<file path="config.mk">
export PLATFORM = sky130hd
export DESIGN_NAME = instr_encoder
export DESIGN_NICKNAME = d
export VERILOG_FILES = /design/src/rtl/instr_encoder.sv
export SDC_FILE = /design/constraint.sdc
export NUM_CORES = 1
export LEC_CHECK = 0
export ABC_AREA = 1
export BUFFER_PORTS_ARGS = -buffer_cell sky130_fd_sc_hd__buf_4
export CAP_MARGIN = 0
export CORE_MARGIN = 3
export CORE_UTILIZATION = 45
export CTS_CLUSTER_SIZE = 14
export DETAILED_ROUTE_END_ITERATION = 16
export PLACE_DENSITY = 0.8
export SLEW_MARGIN = 20
export SYNTH_ARGS = -nofsm -noshare
export SYNTH_HDL_FRONTEND = slang
export SYNTH_SLANG_ARGS = --single-unit
</file>
<file path="constraint.sdc">
create_clock -name clk -period 6 [get_ports clk]
set_input_delay 1.2 -clock clk [delete_from_list [all_inputs] [get_ports clk]]
set_output_delay 1.2 -clock clk [all_outputs]
set_load 0.01 [all_outputs]
</file>
<file path="src/rtl/instr_encoder.sv">
// instr_encoder: packs decoded RV32I control fields into 32-bit words with sequential addresses.
// Define INSTR_ENC_ALIGN_CHECK_EN to reject odd BRANCH/JAL offsets with error code 3.
module instr_encoder #(
  parameter int ADDR_W = 32,
  parameter logic [ADDR_W-1:0] BASE_ADDR = '0
) (
  input  logic              clk,
  input  logic              rst,
  input  logic              start,
  input  logic              in_valid,
  output logic              in_ready,
  input  logic [2:0]        in_class,
  input  logic [4:0]        in_rd,
  input  logic [4:0]        in_rs1,
  input  logic [4:0]        in_rs2,
  input  logic [2:0]        in_funct3,
  input  logic              in_alt,
  input  logic [31:0]       in_imm,
  output logic              out_valid,
  input  logic              out_ready,
  output logic [31:0]       out_instr,
  output logic [ADDR_W-1:0] out_addr,
  output logic              err_valid,
  output logic [2:0]        err_code,
  output logic [7:0]        err_count,
  output logic              done
);
  typedef enum logic {RUN, DONE} state_t;
  localparam logic [31:0] EBREAK_WORD = 32'h00100073;
  state_t state, state_nx;
  logic [31:0] enc;
  logic [2:0] err;
  logic [6:0] funct7;
  logic acc, out_hs, halt_hs, shift, i_ok, b_ok, j_ok, mis;
  assign acc = in_valid && in_ready;
  assign out_hs = out_valid && out_ready;
  assign halt_hs = out_hs && out_instr == EBREAK_WORD;
  assign shift = in_funct3 == 3'd1 || in_funct3 == 3'd5;
  assign funct7 = {1'b0, in_alt, 5'b0};
  // an immediate fits when all bits above the field's sign bit match it
  assign i_ok = &in_imm[31:11] || ~|in_imm[31:11];
  assign b_ok = &in_imm[31:12] || ~|in_imm[31:12];
  assign j_ok = &in_imm[31:20] || ~|in_imm[31:20];
`ifdef INSTR_ENC_ALIGN_CHECK_EN
  assign mis = in_imm[0];
`else
  assign mis = 1'b0;
`endif
  always_comb begin
    enc = '0;
    err = '0;
    case (in_class)
      3'd0: begin
        enc = {funct7, in_rs2, in_rs1, in_funct3, in_rd, 7'b0110011};
        err = (in_alt && in_funct3 != 3'd0 && in_funct3 != 3'd5) ? 3'd2 : 3'd0;
      end
      3'd1: begin
        enc = shift ? {funct7, in_imm[4:0], in_rs1, in_funct3, in_rd, 7'b0010011}
                    : {in_imm[11:0], in_rs1, in_funct3, in_rd, 7'b0010011};
        err = (in_alt && (!shift || in_funct3 == 3'd1)) ? 3'd2 :
              (shift ? |in_imm[31:5] : !i_ok) ? 3'd1 : 3'd0;
      end
      3'd2: begin
        enc = {in_imm[11:0], in_rs1, in_funct3, in_rd, 7'b0000011};
        err = (in_funct3 == 3'd3 || in_funct3[2:1] == 2'b11) ? 3'd2 : !i_ok ? 3'd1 : 3'd0;
      end
      3'd3: begin
        enc = {in_imm[11:5], in_rs2, in_rs1, in_funct3, in_imm[4:0], 7'b0100011};
        err = (in_funct3 > 3'd2) ? 3'd2 : !i_ok ? 3'd1 : 3'd0;
      end
      3'd4: begin
        enc = {in_imm[12], in_imm[10:5], in_rs2, in_rs1, in_funct3, in_imm[4:1], in_imm[11], 7'b1100011};
        err = (in_funct3[2:1] == 2'b01) ? 3'd2 : !b_ok ? 3'd1 : mis ? 3'd3 : 3'd0;
      end
      3'd5: begin
        enc = {in_imm[20], in_imm[10:1], in_imm[11], in_imm[19:12], in_rd, 7'b1101111};
        err = !j_ok ? 3'd1 : mis ? 3'd3 : 3'd0;
      end
      3'd6: enc = EBREAK_WORD;
      default: err = 3'd4;
    endcase
  end
  always_ff @(posedge clk or posedge rst)
    if (rst) state <= RUN;
    else state <= state_nx;
  always_comb state_nx = (state == DONE) ? (start ? RUN : DONE) : (halt_hs && !start ? DONE : RUN);
  always_comb begin
    done = state == DONE;
    in_ready = state == RUN && (!out_valid || out_ready);
  end
  always_ff @(posedge clk or posedge rst)
    if (rst) begin
      out_valid <= 1'b0;
      out_instr <= '0;
      out_addr <= BASE_ADDR;
      err_valid <= 1'b0;
      err_code <= '0;
      err_count <= '0;
    end else begin
      out_valid <= (acc && err == 3'd0) ? 1'b1 : out_hs ? 1'b0 : out_valid;
      if (acc && err == 3'd0) out_instr <= enc;
      // start wins over the address step, including on the EBREAK handshake itself
      if (start && (state == DONE || halt_hs)) out_addr <= BASE_ADDR;
      else if (out_hs) out_addr <= out_addr + ADDR_W'(4);
      err_valid <= acc && err != 3'd0;
      if (acc) err_code <= err;
      if (acc && err != 3'd0 && err_count != 8'hFF) err_count <= err_count + 8'd1;
    end
endmodule

</file>
==> impl_results.md, run 1 <==
* Fin crit share at approximately 56%
* # rows at 37
* Max Slew Vio Count at 0
* Clock slew at reported path FFs at approximately 0.09 ns
* Area of the multi-input gates at ~2600 µm²
* Yosys warning total at 0
* Run status: finished, final reports clean
* IO buf count at 135
* Post-synth EDFFs at 0
* Met2 WL post-DR at 6.57 mm
* Power density cells at 260 nW/µm²
* DIE AREA at 12000 µm²
* Final Setup Violations at 0
* Unrepaired setup endpoints after global routing: false
* Die Y at 110 µm
* # nets final at 878
* Remaining Overflow, GRT at 0
* Post-synth ARST share at 100%
* WL final at 14.1 mm
* Chip width at 110 µm
* Synth unique cells at between 40 and 50
* Critical path type: primary input to flip-flop
* DRC Markers at 0
* Layout cells sized above 1 at 21.5%
* RePlAce Congestion at 0.924
* Via density at roughly 5.3
* Worst Setup End Kind: flip-flop
* Setup TNS at 0 ns
* ANT nets after route at 0
* Hold Buf Count CTS at 0
* Vias in the first global route at 4618
* Clock buffer depth at 2
* WL per Instance at 14.7 µm
* Worst-Margin Slew at 0.932 ns
* Post-DP HPWL at around 11 mm
* Final Non-Filler Cells at 958
* Syn avg cell area at 6.97 µm²
* Latest clock arrival within the worst-skew pair at 0.35 ns
* Pleak at ~3.1 nW
* ANT cells at 0
* Starting DRT DRC Count at 421
* Largest net degree at the start of global routing at 75
* Commonest non-fill, non-tap cell in the layout: nand2_1
* Num CTS Buffers at 9
* Relative slew margins at 37.8%
* Fill count at between 1k and 1.5k
* Critical Path AT at 3.57 ns
* Starting Density at 46.6%
* CP startpoint kind: primary input
* Max Cap Violations at 0
* Dpl cells at 942
* Pre-antenna DRT Iters at 5
* Main synth FF type: dfrtp_1
* FF+latch count, synth at 74
* Final core utilization at 58.5%
* Yosys top cell area share at between 30% and 40%
* Synthesized area at 4840 µm²
* CP max FO at 32
* Min Tclk post-route at 3.35 ns
* Final hold vios at 0
* Initial antenna violation count at 0
* Fmax at 0.299 GHz
* Register area share after synthesis at 38.3%
* I/O pin count at 138
* Commonest cells after routing, fill and taps aside: 200 x nand2_1, 136 x buf_4, 93 x nor2_1, 74 x dfrtp_1, 54 x inv_1
* H-tree depth at 3
* Setup Fix Bufs, Post-CTS at 0
* DR top layer: met4
* First-pass GRT wire length at 23.0 mm
* Post-cts sizing count at 0
* Vias at 5074
* Synthesis-to-layout area growth at 25.3%
* Cells after synthesis at 694
* Clock Sinks at 74
* Core ar. at between 10000 and 15000 µm²
* Register Area at 1850 µm²
* Peak supply drop at 0.184 mV
* CTS tree: built
* Met3 Wirelength at between 1 and 1.5 mm
* Met1 Routed Length at 6.08 mm
* Worst Hold Class: flip-flop to flip-flop
* Worst-case clock skew at 0.0163 ns
* Tot GR Track Use at between 20% and 30%
* Top cells by area, synth: dfrtp_1 38%, nand2_1 16%, nor2_1 7.2%, nand4_1 6.2%, inv_1 4.3%
* Area leader, netlist: dfrtp_1
* Worst EP required at 6.22 ns
* Root Buffer: clkbuf_8
## worst max-delay path, stage by stage
cell     delay [ns]
buf_4          0.13
inv_1          0.16
nand3_1        0.17
inv_2          0.13
nand3_1        0.10
nand2_1        0.06
nand2_2        0.08
nand2_1        0.09
nor2_4         0.49
nand3_2        0.64
nand2_1        0.22
nand2_1        0.07
## path summary, 6_finish.rpt
check / depth (start not counted) / to / slack (ns) / from
max: 12 / out_instr[20] / 2.65 / in_class[1]
min: 2 / err_code[1] / 0.51 / err_code[1]
max reg2reg: 8 / out_instr[20] / 3.38 / out_valid
min reg2reg: 2 / err_code[1] / 0.51 / err_code[1]
max in group asynchronous: 3 / out_instr[14] / 4.26 / rst
min in group asynchronous: 3 / out_addr[4] / 1.15 / rst
## where the power goes
part           total, mW  internal, mW  switching (mW)
Combinational      0.518         0.235           0.283
Sequential         0.701         0.591           0.110
Clock              0.357         0.163           0.193
Total               1.58         0.989           0.586
## metal layers
layer	vias to the layer above	GRT usage, %
met4	0	6.32
met5	-	0
li1	2541	-
met2	240	38.8
met1	2273	33.5
met3	20	4.40
## synth_stat cells (5+ instances only)
cell      number
xnor2_1        7
inv_2          7
nor3_1        18
o21ai_0       32
inv_1         55
nand4_1       48
o211ai_1       9
nand2_1      200
a21oi_1       20
nor2_1        93
a21boi_0       5
xor2_1        12
clkbuf_1       8
nor4_1         9
buf_2          8
nand3_1       39
dfrtp_1       74
## flip-flops by register name (all words and copies together) (netlist names)
signal and count:
out_addr 30, out_instr 30, err_count 8, err_code 3
done 1, err_valid 1, out_valid 1
## stage by stage
| stage | area [µm²] | total power, mW | hold WS, ns | worst slack [ns] |
|---|---|---|---|---|
| floorplan | 4840 | 0.962 | 0.516 | 2.92 |
| global placement | 5880 | 1.22 | 0.479 | 2.39 |
| detailed placement | 5880 | 1.23 | 0.490 | 2.31 |
| CTS | 6060 | 1.59 | 0.509 | 2.69 |
| global route | 6060 | 1.68 | 0.521 | 2.37 |
| finish | 6060 | 1.58 | 0.506 | 2.65 |
## final cells by class
cell class	instances	share of cell area (%)
Tap cell	136	2.81
Clock inverter	5	0.619
Sequential cell	74	30.5
Timing Repair Buffer	136	16.8
Clock buffer	11	2.33
Multi-Input combinational cell	533	43.0
Inverter	63	3.90
## cell families (layout without fill, tap and decap cells)
group,Yosys count,after routing,synth area share [%]
xor+xnor,19,19,3.44
compound gates,77,77,9.11
simple gates,433,433,40.6
flops,74,74,38.3
other cells,1,2,0.0775
buf+inv,88,215,7.97
fa+ha+maj,2,2,0.517
Note: power is estimated with default switching activity, not from simulation.
==> run 2: changes to the inputs <==
Clock period 6 ns to 3.26 ns, I/O delays scaled along.
==> impl_results.md, run 2 (synthesis results as in run 1) <==
* Run status: finished, final reports clean (unchanged)
* Worst EP required at 3.49 ns (was 6.22 ns)
* Commonest non-fill, non-tap cell in the layout: nand2_1 (unchanged)
* Fill count at 986 (was 1017)
* IO buf count at 135 (unchanged)
* Remaining Overflow, GRT at 0 (unchanged)
* Comb power frac at 31.1% (was 32.9%)
* Setup TNS at 0 ns (unchanged)
* Layout cells sized above 1 at 21.9% (was 21.5%)
* Regs by FF count: out_addr x30, out_instr x30, err_count x8 (unchanged)
* Max Cap Violations at 0 (unchanged)
* Switch share at 35.1% (was 37.2%)
* Via density at 5.32 (was 5.30)
* Worst-Margin Slew at 0.677 ns (was 0.932 ns)
* CP max FO at 32 (unchanged)
* Setup crit start: in_class[1] (unchanged)
* Vias in the first global route at 4699 (was 4618)
* Commonest cells after routing, fill and taps aside: 200 x nand2_1, 140 x buf_4, 93 x nor2_1, 74 x dfrtp_1, 54 x inv_1 (was 200 x nand2_1, 136 x buf_4, 93 x nor2_1, 74 x dfrtp_1, 54 x inv_1)
* WL final at 14.1 mm (about the same)
* P_sw at 1.08 mW (was 586 µW)
* Area of the multi-input gates at 2600 µm² (unchanged)
* Core ar. at 10400 µm² (unchanged)
* Worst reg2reg startpoint: out_instr[24] (was out_valid)
* Num CTS Buffers at 9 (unchanged)
* # rows at 37 (unchanged)
* Min Tclk post-route at 2.82 ns
* CTS tree: built (unchanged)
* Clock power frac at 26.8% (was 22.6%)
* Largest net degree at the start of global routing at 41 (was 75)
* Total power draw at 3.07 mW (was 1.58 mW)
* I/O pin count at 138 (unchanged)
* Clock slew at reported path FFs at 0.08 ns (was 0.09 ns)
* ANT nets after route at 0 (unchanged)
* Latest clock arrival within the worst-skew pair at 0.36 ns (was 0.35 ns)
* Die Y at 110 µm (unchanged)
* Met3 Wirelength at 994 µm (was 1.22 mm)
* Final hold vios at 0 (unchanged)
* Internal Power at 1.99 mW (was 989 µW)
* Fin crit share at between 80 and 90%
* Peak supply drop at 0.350 mV (was 0.184 mV)
* Post-DP HPWL at 11.0 mm (was 10.8 mm)
* Crit path cell chain: buf_4 > inv_1 > nand3_1 > inv_2 > nand3_1 > nand2_1 > nand2_2 > nand2_1 > nor2_4 > nand3_2 > nand2_1 > nand2_1 (unchanged)
* Worst Hold Class: primary input to async pin (was flip-flop to flip-flop)
* Worst-case clock skew at 0.0226 ns (was 0.0163 ns)
* ANT cells at 0 (unchanged)
* Worst path top cell family by delay: simple AND/OR/NAND/NOR gates (unchanged)
* CP max-delay cell: nand3_2 (unchanged)
* Starting DRT DRC Count at 451 (was 421)
* Post-cts sizing count at 0 (unchanged)
* Unrepaired setup endpoints after global routing: false (unchanged)
* # nets final at 882 (was 878)
* Starting Density at 46.6% (unchanged)
* Met1 Routed Length at 6.22 mm (was 6.08 mm)
* Fmax at 0.354 GHz
* Worst Setup End Kind: flip-flop (unchanged)
* Clock Sinks at 74 (unchanged)
* Worst slack, placed at 0.109 ns (was 2.31 ns)
* Pleak at 3.15 nW (was 3.11 nW)
* DR top layer: met4 (unchanged)
* CP startpoint kind: primary input (unchanged)
* Synthesis-to-layout area growth at 26.9% (was 25.3%)
* DRC Markers at 0 (unchanged)
* Tot GR Track Use at 23.9% (was 24.1%)
* Setup Fix Bufs, Post-CTS at 0 (unchanged)
* DIE AREA at 12000 µm² (unchanged)
* Critical path type: primary input to flip-flop (unchanged)
* Hold Buf Count CTS at 0 (unchanged)
* Final core utilization at 59.2% (was 58.5%)
* Slowest cell delay on critical path at 0.65 ns (was 0.64 ns)
* Cell mode on critical path: nand2_1 (unchanged)
* Vias at 5116 (was 5074)
* Reg power frac at 42.1% (was 44.5%)
* Post-route setup slack at 0.436 ns (was 2.65 ns)
* Chip width at 110 µm (unchanged)
* Met2 WL post-DR at 6.58 mm (was 6.57 mm)
* Power density cells at 500 nW/µm² (was 260 nW/µm²)
* Critical Path AT at 3.06 ns (was 3.57 ns)
* Register Area at 1850 µm² (unchanged)
* RePlAce Congestion at 1.01 (was 0.924)
* Final Setup Violations at 0 (unchanged)
* WL per Instance at 14.6 µm (was 14.7 µm)
* Initial antenna violation count at 0 (unchanged)
* Worst Path Buf+Inv at 3 (unchanged)
* First-pass GRT wire length at 22.8 mm (was 23.0 mm)
* H-tree depth at 3 (unchanged)
* Max Slew Vio Count at 0 (unchanged)
* Root Buffer: clkbuf_8 (unchanged)
* Pre-antenna DRT Iters at 5 (unchanged)
* Relative slew margins at 54.4% (was 37.8%)
* Clock buffer depth at 2 (unchanged)
[run 2: cell count changes in the layout (fill, tap and decap cells not counted)]
| cell | delta |
|---|---|
| clkbuf_1 | -1 |
| clkbuf_8 | +1 |
| clkinv_2 | -1 |
| buf_4 | +4 |
| clkinv_4 | -1 |
| inv_6 | -1 |
| bufinv_16 | +2 |
[run 2: final timing paths]
check / slack (ns) / to / depth (start not counted)
setup / recovery: 0.44 / out_instr[13] / 12
hold / removal: 0.27 / err_code[0] / 2
setup reg to reg: 0.81 / out_addr[9] / 6
hold reg to reg: 0.50 / out_instr[21] / 2
max in group asynchronous: 2.24 / out_addr[14] / 3
min in group clk: 0.49 / done / 2
[run 2: metrics by stage]
| step | area (µm²) | hold slack [ns] | instances |
|---|---|---|---|
| after floorplan | 4840 | 0.516 | 695 |
| after global placement | 5910 | 0.484 | 946 |
| after detailed placement | 5910 | 0.481 | 946 |
| after CTS | 6140 | 0.272 | 961 |
| after global routing | 6140 | 0.293 | 961 |
| final | 6140 | 0.274 | 961 |
[run 2: worst register-to-register path, stage by stage (launching register included)]
cell and delay, ns:
dfrtp_1 0.42, nor4_1 0.56, nand4_1 0.18, o21bai_1 0.24, nand2_1 0.35, inv_1 0.47, nor3_1 0.09
[run 2: routing by layer]
layer	track usage, %	vias up
li1	-	2549
met5	0	-
met4	7.39	0
met3	3.52	27
met2	38.6	206
met1	33.2	2334
[run 2: final cells by class]
class | instances | area share (%)
multi-input combinational | 533 | 42.4
sequential | 74 | 30.2
timing repair buffer | 140 | 17.1
inverter | 63 | 3.85
tap | 136 | 2.77
clock buffer | 11 | 2.47
clock inverter | 4 | 1.22
[run 2: power groups by stage]
stage / logic, mW / clock network (mW) / registers, mW
2_1_floorplan: 0.433 / 0 / 1.34
3_3_place_gp: 0.942 / 0 / 1.30
3_5_place_dp: 0.964 / 0 / 1.30
4_1_cts: 0.965 / 0.829 / 1.29
5_1_grt: 1.06 / 0.871 / 1.32
6_report: 0.956 / 0.822 / 1.29
==> run 3: changes to the inputs <==
Settings changed: ABC_CLOCK_PERIOD_IN_PS from default to 3260, GPL_TIMING_DRIVEN from default to 0.
==> impl_results.md, run 3 (synthesis results as in run 1) <==
* H-tree depth at 3 (unchanged)
* Vias in the first global route at 4707 (was 4699)
* Tot GR Track Use at 24.4% (was 23.9%)
* Post-DP HPWL at 11.6 mm (was 11.0 mm)
* Max Cap Violations at 0 (unchanged)
* First-pass GRT wire length at 23.0 mm (was 22.8 mm)
* RePlAce Congestion at 0.920 (was 1.01)
* Max Slew Vio Count at 0 (unchanged)
* Layout cells sized above 1 at 22.8% (was 21.9%)
* Hold Buf Count CTS at 0 (unchanged)
* CTS tree: built (unchanged)
* Clock buffer depth at 2 (unchanged)
* Comb power frac at 33.9% (was 31.1%)
* Initial antenna violation count at 0 (unchanged)
* Commonest non-fill, non-tap cell in the layout: nand2_1 (unchanged)
* Worst slack, placed at 0.882 ns (was 0.109 ns)
* Worst Setup End Kind: flip-flop (unchanged)
* Setup Fix Bufs, Post-CTS at 0 (unchanged)
* Commonest cells after routing, fill and taps aside: 200 x nand2_1, 139 x buf_4, 93 x nor2_1, 74 x dfrtp_1, 54 x inv_1 (was 200 x nand2_1, 140 x buf_4, 93 x nor2_1, 74 x dfrtp_1, 54 x inv_1)
* Worst EP required at 3.50 ns (was 3.49 ns)
* Unrepaired setup endpoints after global routing: false (unchanged)
* WL per Instance at 14.7 µm (was 14.6 µm)
* Critical Path AT at 2.48 ns (was 3.06 ns)
* Total power draw at 2.92 mW (was 3.07 mW)
* Post-route setup slack at 1.03 ns (was 0.436 ns)
* Largest net degree at the start of global routing at 43 (was 41)
* DIE AREA at 12000 µm² (unchanged)
* # rows at 37 (unchanged)
* I/O pin count at 138 (unchanged)
* Clock Sinks at 74 (unchanged)
* IO buf count at 135 (unchanged)
* Via density at 5.29 (was 5.32)
* Worst hold slack at 0.305 ns (was 0.274 ns)
* Num CTS Buffers at 9 (unchanged)
* Synthesis-to-layout area growth at 28.5% (was 26.9%)
* Root Buffer: clkbuf_8 (unchanged)
* Vias at 5200 (was 5116)
* CP max FO at 10 (was 32)
* WL final at 14.5 mm (was 14.1 mm)
* Chip width at 110 µm (unchanged)
* Pleak at 3.20 nW (was 3.15 nW)
* Min Tclk post-route at 2.23 ns (was 2.82 ns)
* Regs by FF count: out_addr x30, out_instr x30, err_count x8 (unchanged)
* CP startpoint kind: flip-flop (was primary input)
* Worst-Margin Slew at 0.685 ns (was 0.677 ns)
* Starting Density at 46.6% (unchanged)
* Final hold vios at 0 (unchanged)
* ANT cells at 0 (unchanged)
* ANT nets after route at 0 (unchanged)
* Clock power frac at 21.9% (was 26.8%)
* DRC Markers at 0 (unchanged)
* Remaining Overflow, GRT at 0 (unchanged)
* Core ar. at 10400 µm² (unchanged)
* Power density cells at 469 nW/µm² (was 500 nW/µm²)
* # nets final at 903 (was 882)
* Fmax at 0.448 GHz (was 0.354 GHz)
* Relative slew margins at 53.9% (was 54.4%)
* P_sw at 1.10 mW (was 1.08 mW)
* Fin crit share at 68.5% (was 86.6%)
* Worst-case clock skew at 0.0123 ns (was 0.0226 ns)
* Peak supply drop at 0.357 mV (was 0.350 mV)
* Latest clock arrival within the worst-skew pair at 0.36 ns (about the same)
* Post-cts sizing count at 0 (unchanged)
* Fin area at 6220 µm² (was 6140 µm²)
* Switch share at 37.6% (was 35.1%)
* Starting DRT DRC Count at 338 (was 451)
* Final Setup Violations at 0 (unchanged)
* Post-DP Area at 6050 µm² (was 5910 µm²)
* Pre-antenna DRT Iters at 5 (unchanged)
* Reg power frac at 44.1% (was 42.1%)
* Internal Power at 1.82 mW (was 1.99 mW)
* Run status: finished, final reports clean (unchanged)
* Critical path type: flip-flop to flip-flop (was primary input to flip-flop)
* Worst Hold Class: primary input to async pin (unchanged)
* Die Y at 110 µm (unchanged)
* Clock slew at reported path FFs at 0.08 ns (about the same)
==> run 3: power by group through the flow <==
| stage | sequential (mW) | combinational [mW] | clock [mW] |
|---|---|---|---|
| floorplan | 1.34 | 0.433 | 0 |
| global placement | 1.29 | 0.971 | 0 |
| detailed placement | 1.30 | 0.997 | 0 |
| CTS | 1.29 | 0.999 | 0.651 |
| global route | 1.32 | 1.10 | 0.691 |
| finish | 1.29 | 0.991 | 0.640 |
==> run 3: stage by stage <==
step / TNS (ns) / util [%] / cells
2_1_floorplan: 0 / - / 695
3_3_place_gp: -12.90 / 58.1 / 966
3_5_place_dp: 0 / 58.3 / 967
4_1_cts: 0 / 60.0 / 983
5_1_grt: 0 / 60.0 / 983
6_report: 0 / 60.0 / 983
==> run 3: area by class of cell <==
cell class | instances | area (µm²)
tap | 136 | 170
timing repair buffer | 136 | 1030
fill | 1009 | 4150
clock buffer | 10 | 128
multi-input combinational | 533 | 2600
sequential | 74 | 1850
buffer | 25 | 149
clock inverter | 6 | 42.5
inverter | 63 | 239
==> run 3: critical path, cell delays in order, from the launching register on <==
cell	delay, ns
dfrtp_1	0.41
nor4_1	0.58
nand4_1	0.18
o21bai_1	0.23
nand2_1	0.19
inv_1	0.20
buf_2	0.26
nor2_1	0.07
==> run 3: layer usage <==
metal  vias to the layer above  track usage [%]  part of all wire (%)
met5                         -                0                     0
met4                         0             7.03                   1.6
met3                        22             3.70                   6.8
met2                       194             40.7                    48
met1                      2391             33.0                    44
li1                       2593                -                     -
==> run 3: path summary, 6_finish.rpt <==
check	startpoint	end	slack, ns	cells after the start
max reg2reg	out_instr[24]	out_addr[10]	1.03	7
max in group asynchronous	rst	out_instr[12]	2.39	3
min	rst	out_addr[18]	0.31	2
max	out_instr[24]	out_addr[10]	1.03	7
min in group clk	start	done	0.48	2
min reg2reg	out_instr[21]	out_instr[21]	0.50	2
